<file path="config.mk">
export PLATFORM = sky130hd
export DESIGN_NAME = pwm_ramp_sequencer_flat
export DESIGN_NICKNAME = d
export VERILOG_FILES = /design/src/rtl/pwm_ramp_sequencer_if.sv /design/src/rtl/pwm_ramp_sequencer.sv /design/src/flat_wrapper.sv
export SDC_FILE = /design/constraint.sdc
export NUM_CORES = 1
export LEC_CHECK = 0
export CAP_MARGIN = 10
export CORE_ASPECT_RATIO = 0.75
export CORE_UTILIZATION = 40
export CTS_CLUSTER_SIZE = 16
export DETAILED_ROUTE_END_ITERATION = 8
export SLEW_MARGIN = 20
export SYNTH_ARGS = -nofsm -noshare
export SYNTH_HDL_FRONTEND = slang
export SYNTH_SLANG_ARGS = --single-unit
</file>
<file path="constraint.sdc">
create_clock -name clk -period 4.49 [get_ports clk]
set_input_delay 1.347 -clock clk [delete_from_list [all_inputs] [get_ports clk]]
set_output_delay 1.347 -clock clk [all_outputs]
set_load 0.02 [all_outputs]
</file>
<file path="src/rtl/pwm_ramp_sequencer_if.sv">
// Duty-ramp bus: target/configuration from the register file in, ramped duty to the PWM out.
`timescale 1ns/1ps
interface pwm_ramp_sequencer_if;
    logic [7:0] target_duty;
    logic       target_valid;
    logic       ramp_en;
    logic [7:0] step_size;
    logic [7:0] rate_div;
    logic [7:0] duty_out;
    logic       busy;
    logic       done;

    modport master (
        output target_duty, target_valid, ramp_en, step_size, rate_div,
        input  duty_out, busy, done
    );

    modport slave (
        input  target_duty, target_valid, ramp_en, step_size, rate_div,
        output duty_out, busy, done
    );
endinterface

</file>
<file path="src/rtl/pwm_ramp_sequencer.sv">
// Walks the PWM duty toward the latest written target by a fixed step every
// (rate_div+1) << PRE_SHIFT cycles, or applies it at once in bypass mode.
`timescale 1ns/1ps
module pwm_ramp_sequencer #(
    parameter int         PRE_SHIFT  = 8,
    parameter logic [7:0] RESET_DUTY = 8'h00
) (
    input  logic                 clk,
    input  logic                 rst_n,
    pwm_ramp_sequencer_if.slave  bus
);
    localparam int CNT_W = 8 + PRE_SHIFT;

    typedef enum logic {IDLE, RAMP} state_t;

    state_t             state_q, state_d;
    logic [7:0]         duty_q, duty_d;
    logic [7:0]         target_q, target_d;
    logic [CNT_W-1:0]   cnt_q, cnt_d;
    logic               done_q, done_d;

    logic [CNT_W-1:0]   term_cnt;
    logic [7:0]         step_eff;
    logic [8:0]         sum_up;
    logic signed [9:0]  diff_dn;
    logic [7:0]         stepped;

    // (rate_div+1) << PRE_SHIFT minus one, built without the extra carry bit.
    assign term_cnt = (CNT_W'(bus.rate_div) << PRE_SHIFT) | CNT_W'((1 << PRE_SHIFT) - 1);

    always_comb begin
        step_eff = (bus.step_size == 8'd0) ? 8'd1 : bus.step_size;
        sum_up   = {1'b0, duty_q} + {1'b0, step_eff};
        diff_dn  = $signed({2'b00, duty_q}) - $signed({2'b00, step_eff});
        if (duty_q < target_q)
            stepped = (sum_up >= {1'b0, target_q}) ? target_q : sum_up[7:0];
        else
            stepped = (diff_dn <= $signed({2'b00, target_q})) ? target_q : diff_dn[7:0];
    end

    always_comb begin
        // NOTE: every output of this block gets a default first so no path infers a latch.
        state_d  = state_q;
        duty_d   = duty_q;
        target_d = target_q;
        cnt_d    = '0;
        done_d   = 1'b0;

        // A new target always wins over a pending step and restarts the interval.
        if (bus.target_valid) begin
            target_d = bus.target_duty;
            if (bus.target_duty == duty_q) begin
                state_d = IDLE;
                done_d  = 1'b1;
            end else if (!bus.ramp_en) begin
                duty_d  = bus.target_duty;
                state_d = IDLE;
                done_d  = 1'b1;
            end else begin
                state_d = RAMP;
            end
        end else if (state_q == RAMP) begin
            if (!bus.ramp_en) begin
                duty_d  = target_q;
                state_d = IDLE;
                done_d  = 1'b1;
            end else if (cnt_q == term_cnt) begin
                duty_d = stepped;
                if (stepped == target_q) begin
                    state_d = IDLE;
                    done_d  = 1'b1;
                end
            end else begin
                cnt_d = cnt_q + 1'b1;
            end
        end
    end

    // NOTE: state registers use non-blocking assignments so all of them update together at the edge.
    always_ff @(posedge clk or negedge rst_n) begin
        if (!rst_n) begin
            state_q  <= IDLE;
            duty_q   <= RESET_DUTY;
            target_q <= RESET_DUTY;
            cnt_q    <= '0;
            done_q   <= 1'b0;
        end else begin
            state_q  <= state_d;
            duty_q   <= duty_d;
            target_q <= target_d;
            cnt_q    <= cnt_d;
            done_q   <= done_d;
        end
    end

    assign bus.duty_out = duty_q;
    assign bus.busy     = (state_q == RAMP);
    assign bus.done     = done_q;
endmodule

</file>
<file path="src/flat_wrapper.sv">
// flat-port wrapper written by rule: the top's interface ports become plain ports
module pwm_ramp_sequencer_flat 
#(
    parameter int         PRE_SHIFT  = 8,
    parameter logic [7:0] RESET_DUTY = 8'h00
)
  (clk, rst_n, bus_target_duty, bus_target_valid, bus_ramp_en, bus_step_size, bus_rate_div, bus_duty_out, bus_busy, bus_done);
  pwm_ramp_sequencer_if bus_i ();
  input  logic clk;
  input  logic rst_n;
  input wire logic [$bits(bus_i.target_duty)-1:0] bus_target_duty;
  input wire logic [$bits(bus_i.target_valid)-1:0] bus_target_valid;
  input wire logic [$bits(bus_i.ramp_en)-1:0] bus_ramp_en;
  input wire logic [$bits(bus_i.step_size)-1:0] bus_step_size;
  input wire logic [$bits(bus_i.rate_div)-1:0] bus_rate_div;
  output wire logic [$bits(bus_i.duty_out)-1:0] bus_duty_out;
  output wire logic [$bits(bus_i.busy)-1:0] bus_busy;
  output wire logic [$bits(bus_i.done)-1:0] bus_done;
  assign bus_i.target_duty = bus_target_duty;
  assign bus_i.target_valid = bus_target_valid;
  assign bus_i.ramp_en = bus_ramp_en;
  assign bus_i.step_size = bus_step_size;
  assign bus_i.rate_div = bus_rate_div;
  assign bus_duty_out = bus_i.duty_out;
  assign bus_busy = bus_i.busy;
  assign bus_done = bus_i.done;
  pwm_ramp_sequencer #(.PRE_SHIFT(PRE_SHIFT), .RESET_DUTY(RESET_DUTY)) u_core (.clk(clk), .rst_n(rst_n), .bus(bus_i));
endmodule
</file>
Yosys cells after proc, flatten, opt, wreduce, memory -nomap -nowiden. Cells that the tools add are included.

Bits of input ports: 28. Register bits after elaboration: 34.

Reductions and logical operators: 3. Mux-type cells: 28. Eq/ne operators: 6. Add/sub/neg operators: 3. $lt $le $gt $ge: 3.

Operator list (count): 8-bit two-way mux (10); 16-bit two-way mux (4); 16-bit by 1-bit adder with 16-bit output (second input constant) (1); 16-bit == test (1); 8-bit == test (2); 1-bit two-way mux (14); 10-bit by 9-bit less-or-equal comparator with 1-bit output (1); 8-bit by 8-bit adder with 9-bit output (1); 9-bit by 8-bit greater-or-equal comparator with 1-bit output (1); 8-bit by 8-bit subtractor with 9-bit output (1); 8-bit zero test (1); 8-bit less-than comparator (1); 2-bit != test (second input constant) (2); 4-bit AND reduction (1); 2-bit by 1-bit != test with 1-bit output (second input constant) (1); 2-bit nonzero test (1).

Logic depth before layout (Yosys ltp). Gate-level depths: netlist (run 1).

Depth after elaboration: 12. Depth in mapped cells: 18.

Worst setup path after synthesis (run 1). OpenSTA, ideal clock, no wires.

Path type: input to register. Start: input bus_step_size[4]. End: register u_core.duty_q[2], in the netlist u_core.bus.duty_out[2]. Cell stages on the path: 17. Setup slack: -0.351 ns. Arrival time: 4.717 ns. Library setup time: 0.124 ns. Cell sequence: nor4_1 -> a41o_1 -> ha_1 -> fa_1 -> nor2b_1 -> o211ai_1 -> nand2_1 -> xnor2_1 -> ha_1 -> a211oi_1 -> nand2_1 -> a2111oi_2 -> nand3b_1 -> mux2_2 -> o22ai_1 -> a221oi_1 -> a211o_1.

Cells in the longest elaborated chain, start to end: 10. Elaborated cells on any way between the ends: 13.

RTL lines: start, declared (line flat_wrapper.sv:14) `input wire logic [$bits(bus_i.step_size)-1:0] bus_step_size;`; 8-bit zero test (line pwm_ramp_sequencer.sv:32) `step_eff = (bus.step_size == 8'd0) ? 8'd1 : bus.step_size;`; 8-bit two-way mux (*) (line pwm_ramp_sequencer.sv:32); 8-bit by 8-bit subtractor with 9-bit output / 8-bit by 8-bit adder with 9-bit output (equally long branches) (line pwm_ramp_sequencer.sv:34, pwm_ramp_sequencer.sv:33); 10-bit by 9-bit less-or-equal comparator with 1-bit output / 9-bit by 8-bit greater-or-equal comparator with 1-bit output (equally long branches) (line pwm_ramp_sequencer.sv:38, pwm_ramp_sequencer.sv:36); 8-bit two-way mux (on tied branches) (line pwm_ramp_sequencer.sv:38, pwm_ramp_sequencer.sv:36); 8-bit two-way mux (*) (line pwm_ramp_sequencer.sv:35) `if (duty_q < target_q)`; 8-bit two-way mux (*) (line pwm_ramp_sequencer.sv:67) `end else if (cnt_q == term_cnt) begin`; 8-bit two-way mux (*) (line pwm_ramp_sequencer.sv:63) `if (!bus.ramp_en) begin`; 8-bit two-way mux (*) (line pwm_ramp_sequencer.sv:62) `end else if (state_q == RAMP) begin`; 8-bit two-way mux (*) (line pwm_ramp_sequencer.sv:50) `if (bus.target_valid) begin`; end signal, assigned (line pwm_ramp_sequencer.sv:89) `duty_q <= duty_d;`; end, declared (line pwm_ramp_sequencer.sv:17) `logic [7:0] duty_q, duty_d;`.

Mark *: on every way between the ends. The rest lies on a longest branch, timed or not. The select of a mux whose other input is x is not followed. A chain may end at the register's enable or synchronous reset.

Worst setup path after layout (run 1).
Start: input bus_step_size[4]. End: register u_core.duty_q[7], in the netlist u_core.bus.duty_out[7].

The elaborated chain is that of the path after synthesis.

==> results of run 1 <==
[stage by stage]
stage	hold slack (ps)	setup TNS, ps	instance area, µm²	setup slack [ps]
detailed placement	503	-12220	4610	-1300
finish	511	-4070	5230	-489
global route	543	-5450	5230	-614
floorplan	469	-1820	3560	-298
global placement	499	-12040	4610	-1290
CTS	511	-4140	5020	-466
[cells by family after synthesis]
kind of cell	after synthesis	synth area share [%]
and+or+nand+nor	137	20.6
AOI/OAI and AO/OA	99	21.1
xor gates and xnor gates	49	12.7
buffers and inverters	44	5.27
adders and majority gates	43	15.6
DFF	34	24.0
muxes	2	0.636
[worst paths after layout]
check | endpoint | slack [ps] | from
setup reg to reg | u_core.bus.duty_out[7] | 600 | u_core.bus.duty_out[0]
hold / removal | u_core.cnt_q[0] | 510 | u_core.cnt_q[0]
hold reg to reg | u_core.cnt_q[0] | 510 | u_core.cnt_q[0]
min in group asynchronous | u_core.cnt_q[5] | 1470 | rst_n
max in group asynchronous | u_core.bus.done | 2700 | rst_n
setup / recovery | u_core.bus.duty_out[7] | -490 | bus_step_size[4]
[Yosys cell counts (all sizes together), types with 2 or more instances]
library cell	instances	share of area (%)
a21o	6	1.3
a21oi	16	2.4
a211oi	2	0.42
nand4	4	0.71
xnor2	20	5.2
a41o	2	0.57
a31oi	3	0.95
a22o	4	0.99
and3	8	1.4
buf	5	1.1
nand2	24	2.5
a211o	3	0.74
nand3	14	2.1
o21ai	21	3.3
fa	2	1.1
inv	25	2.7
dfrtp	34	24
or2	3	0.53
nor2	31	3.6
clkbuf	14	1.5
nand2b	4	0.71
nand3b	4	0.85
mux2	2	0.64
o21a	3	0.64
a2111oi	3	1.1
or3	7	1.2
a221oi	6	1.5
o32ai	2	0.49
nor2b	14	2.5
ha	41	14
nor3	11	1.6
a22oi	3	0.64
o22ai	4	0.88
o31ai	3	0.64
nor4	5	0.88
o311ai	2	0.49
o211ai	5	1.3
or4	2	0.53
nor3b	4	0.99
xor2	28	6.9
[critical path, stage by stage]
cell and delay, ps:
buf_8 100, nor4_4 370, a41o_1 260, buf_6 110, ha_4 120, fa_2 190, nor2b_4 190, o211ai_1 120
nand2_1 150, xnor2_2 80, ha_2 350, o21ai_4 60, nor2_4 150, buf_4 130, nand4_1 140, nand3b_1 150
buf_6 140, nor2_4 50, buf_4 190, buf_4 120, a21o_1 190, a221oi_4 330, nor3_2 90
[power breakdown]
group / internal (mW) / switching, mW
combinational: 0.930 / 0.867
clock: 0.333 / 0.131
sequential: 0.332 / 0.0397
[layout make-up]
type,count,share of cell area [%]
Clock buffer,6,2.66
Multi-Input combinational cell,330,52.7
Inverter,25,1.94
Tap cell,108,2.59
Clock inverter,2,1.15
Sequential cell,34,16.3
Timing Repair Buffer,143,22.6
[routing by layer]
metal / vias up / part of all wire, % / global-route usage (%)
met5: - / 0 / 0
met4: 0 / 1.8 / 6.30
met3: 12 / 4.4 / 3.70
met2: 96 / 44 / 35.6
met1: 1683 / 50 / 36.5
li1: 1734 / - / -
[registers in the layout, indices dropped and copies added (netlist names)]
name and cells:
u_core.bus.busy 1, u_core.bus.done 1, u_core.bus.duty_out 8, u_core.cnt_q 16, u_core.target_q 8
[what timing repair did]
action	CTS	global route
gates resized for setup	67	20
pin swaps	27	34
endpoints found under the setup margin	10	10
buffers inserted	11	13
==> reports/metrics.yaml, run 1 <==
final_cell_mix: "buf_4 (102), ha_1 (37), dfrtp_1 (34), clkdlybuf4s50_1 (29)"
cts.path.max_buffers: 2
ys_dominant_reg_cell: "dfrtp_1"
pwr_density_cell_nw_per_um2: 504
fin_cells: 648
max_slew_margin_pct: 31.5
finalClockSkew_ps: 4.76
numCtsBuffers: 5
wl_per_cell_um: 17.0
die_area_um2: 9230
drt_iter0_markers: 263
nets: 610
cts-root-buf: "clkbuf_16"
timing.final.ws_setup_ps: -489
cts_tree: "yes"
viasPerCell: 5.44
criticalPathCategory: "in -> reg"
die_h_um: 83.5
diodes: 0
postRouteAntennaNets: 0
syn_area_per_cell_um2: 8.68
power_leakage_nw: 2.39
place_hpwl_um: 8410
grt_overflow: 0
path_max_fanout: 5
gp_congestion: 0.897
first_pass_iters: 4
async_flop_share_pct: 100
drive_gt1_share_pct: 32.0
clk_latency_ps: 280
ir_drop_mv: 0.296
yosysSeqAreaShare_pct: 24.0
initial_core_util_pct: 41.5
power_mw: 2.63
areaGrowthSynthToFinish_pct: 47.6
drcViolationCount: 0
finalSetupViolations: 10
io_pins: 38
hold_violations: 0
port_buffers: 37
syn_nets: 479
holdPathStages: 1
drv_slew: 0
syn-cell-area_um2: 3540
postCtsHoldBufs: 0
cts_max_level: 2
die_w_um: 111
cp.arrival_ps: 5130
syn-instance-count: 408
finalCritPeriodShare_pct: 111
seq_area_um2: 851
reg2reg_depth: 19
maxCapViolations: 0
drt-total-wl_um: 11000
yosysWarnings: 0
vias: 3525
rows: 29
clk_pin_slew_worst_paths_ps: 50
fillCellCount: 755
grt_pass1_vias: 3348
antenna_found_initial: 0
core_area_um2: 8530
cp.required_ps: 4650
final.min_clock_period_ps: 4980
ys_seq_elements: 34
cts_sinks: 34
placed_cells: 619
status: "finished with violations"
violations: "setup timing"
synth-edff-count: 0
cp-end-kind: "register"
grt_max_degree: 35
track_usage_pct: 24.2
startpoint_type: "input port"
synth.distinct_cells: 71
tightest_slew_ps: 1020
hold_path_class: "reg -> reg"
grt_setup_unrepaired: "true"
layout_commonest_cell: "buf_4"
fin_util_pct: 61.3
fmax_ghz: 0.201
multi_input_area_um2: 2760
grt_pass1_wl_um: 17600
(Power assumes the default switching activity.)
==> inputs of run 2 (changes only) <==
- SLEW_MARGIN: 20 -> default
==> results of run 2 <==
The final DEF is identical to that of run 1; final timing and power are the same.
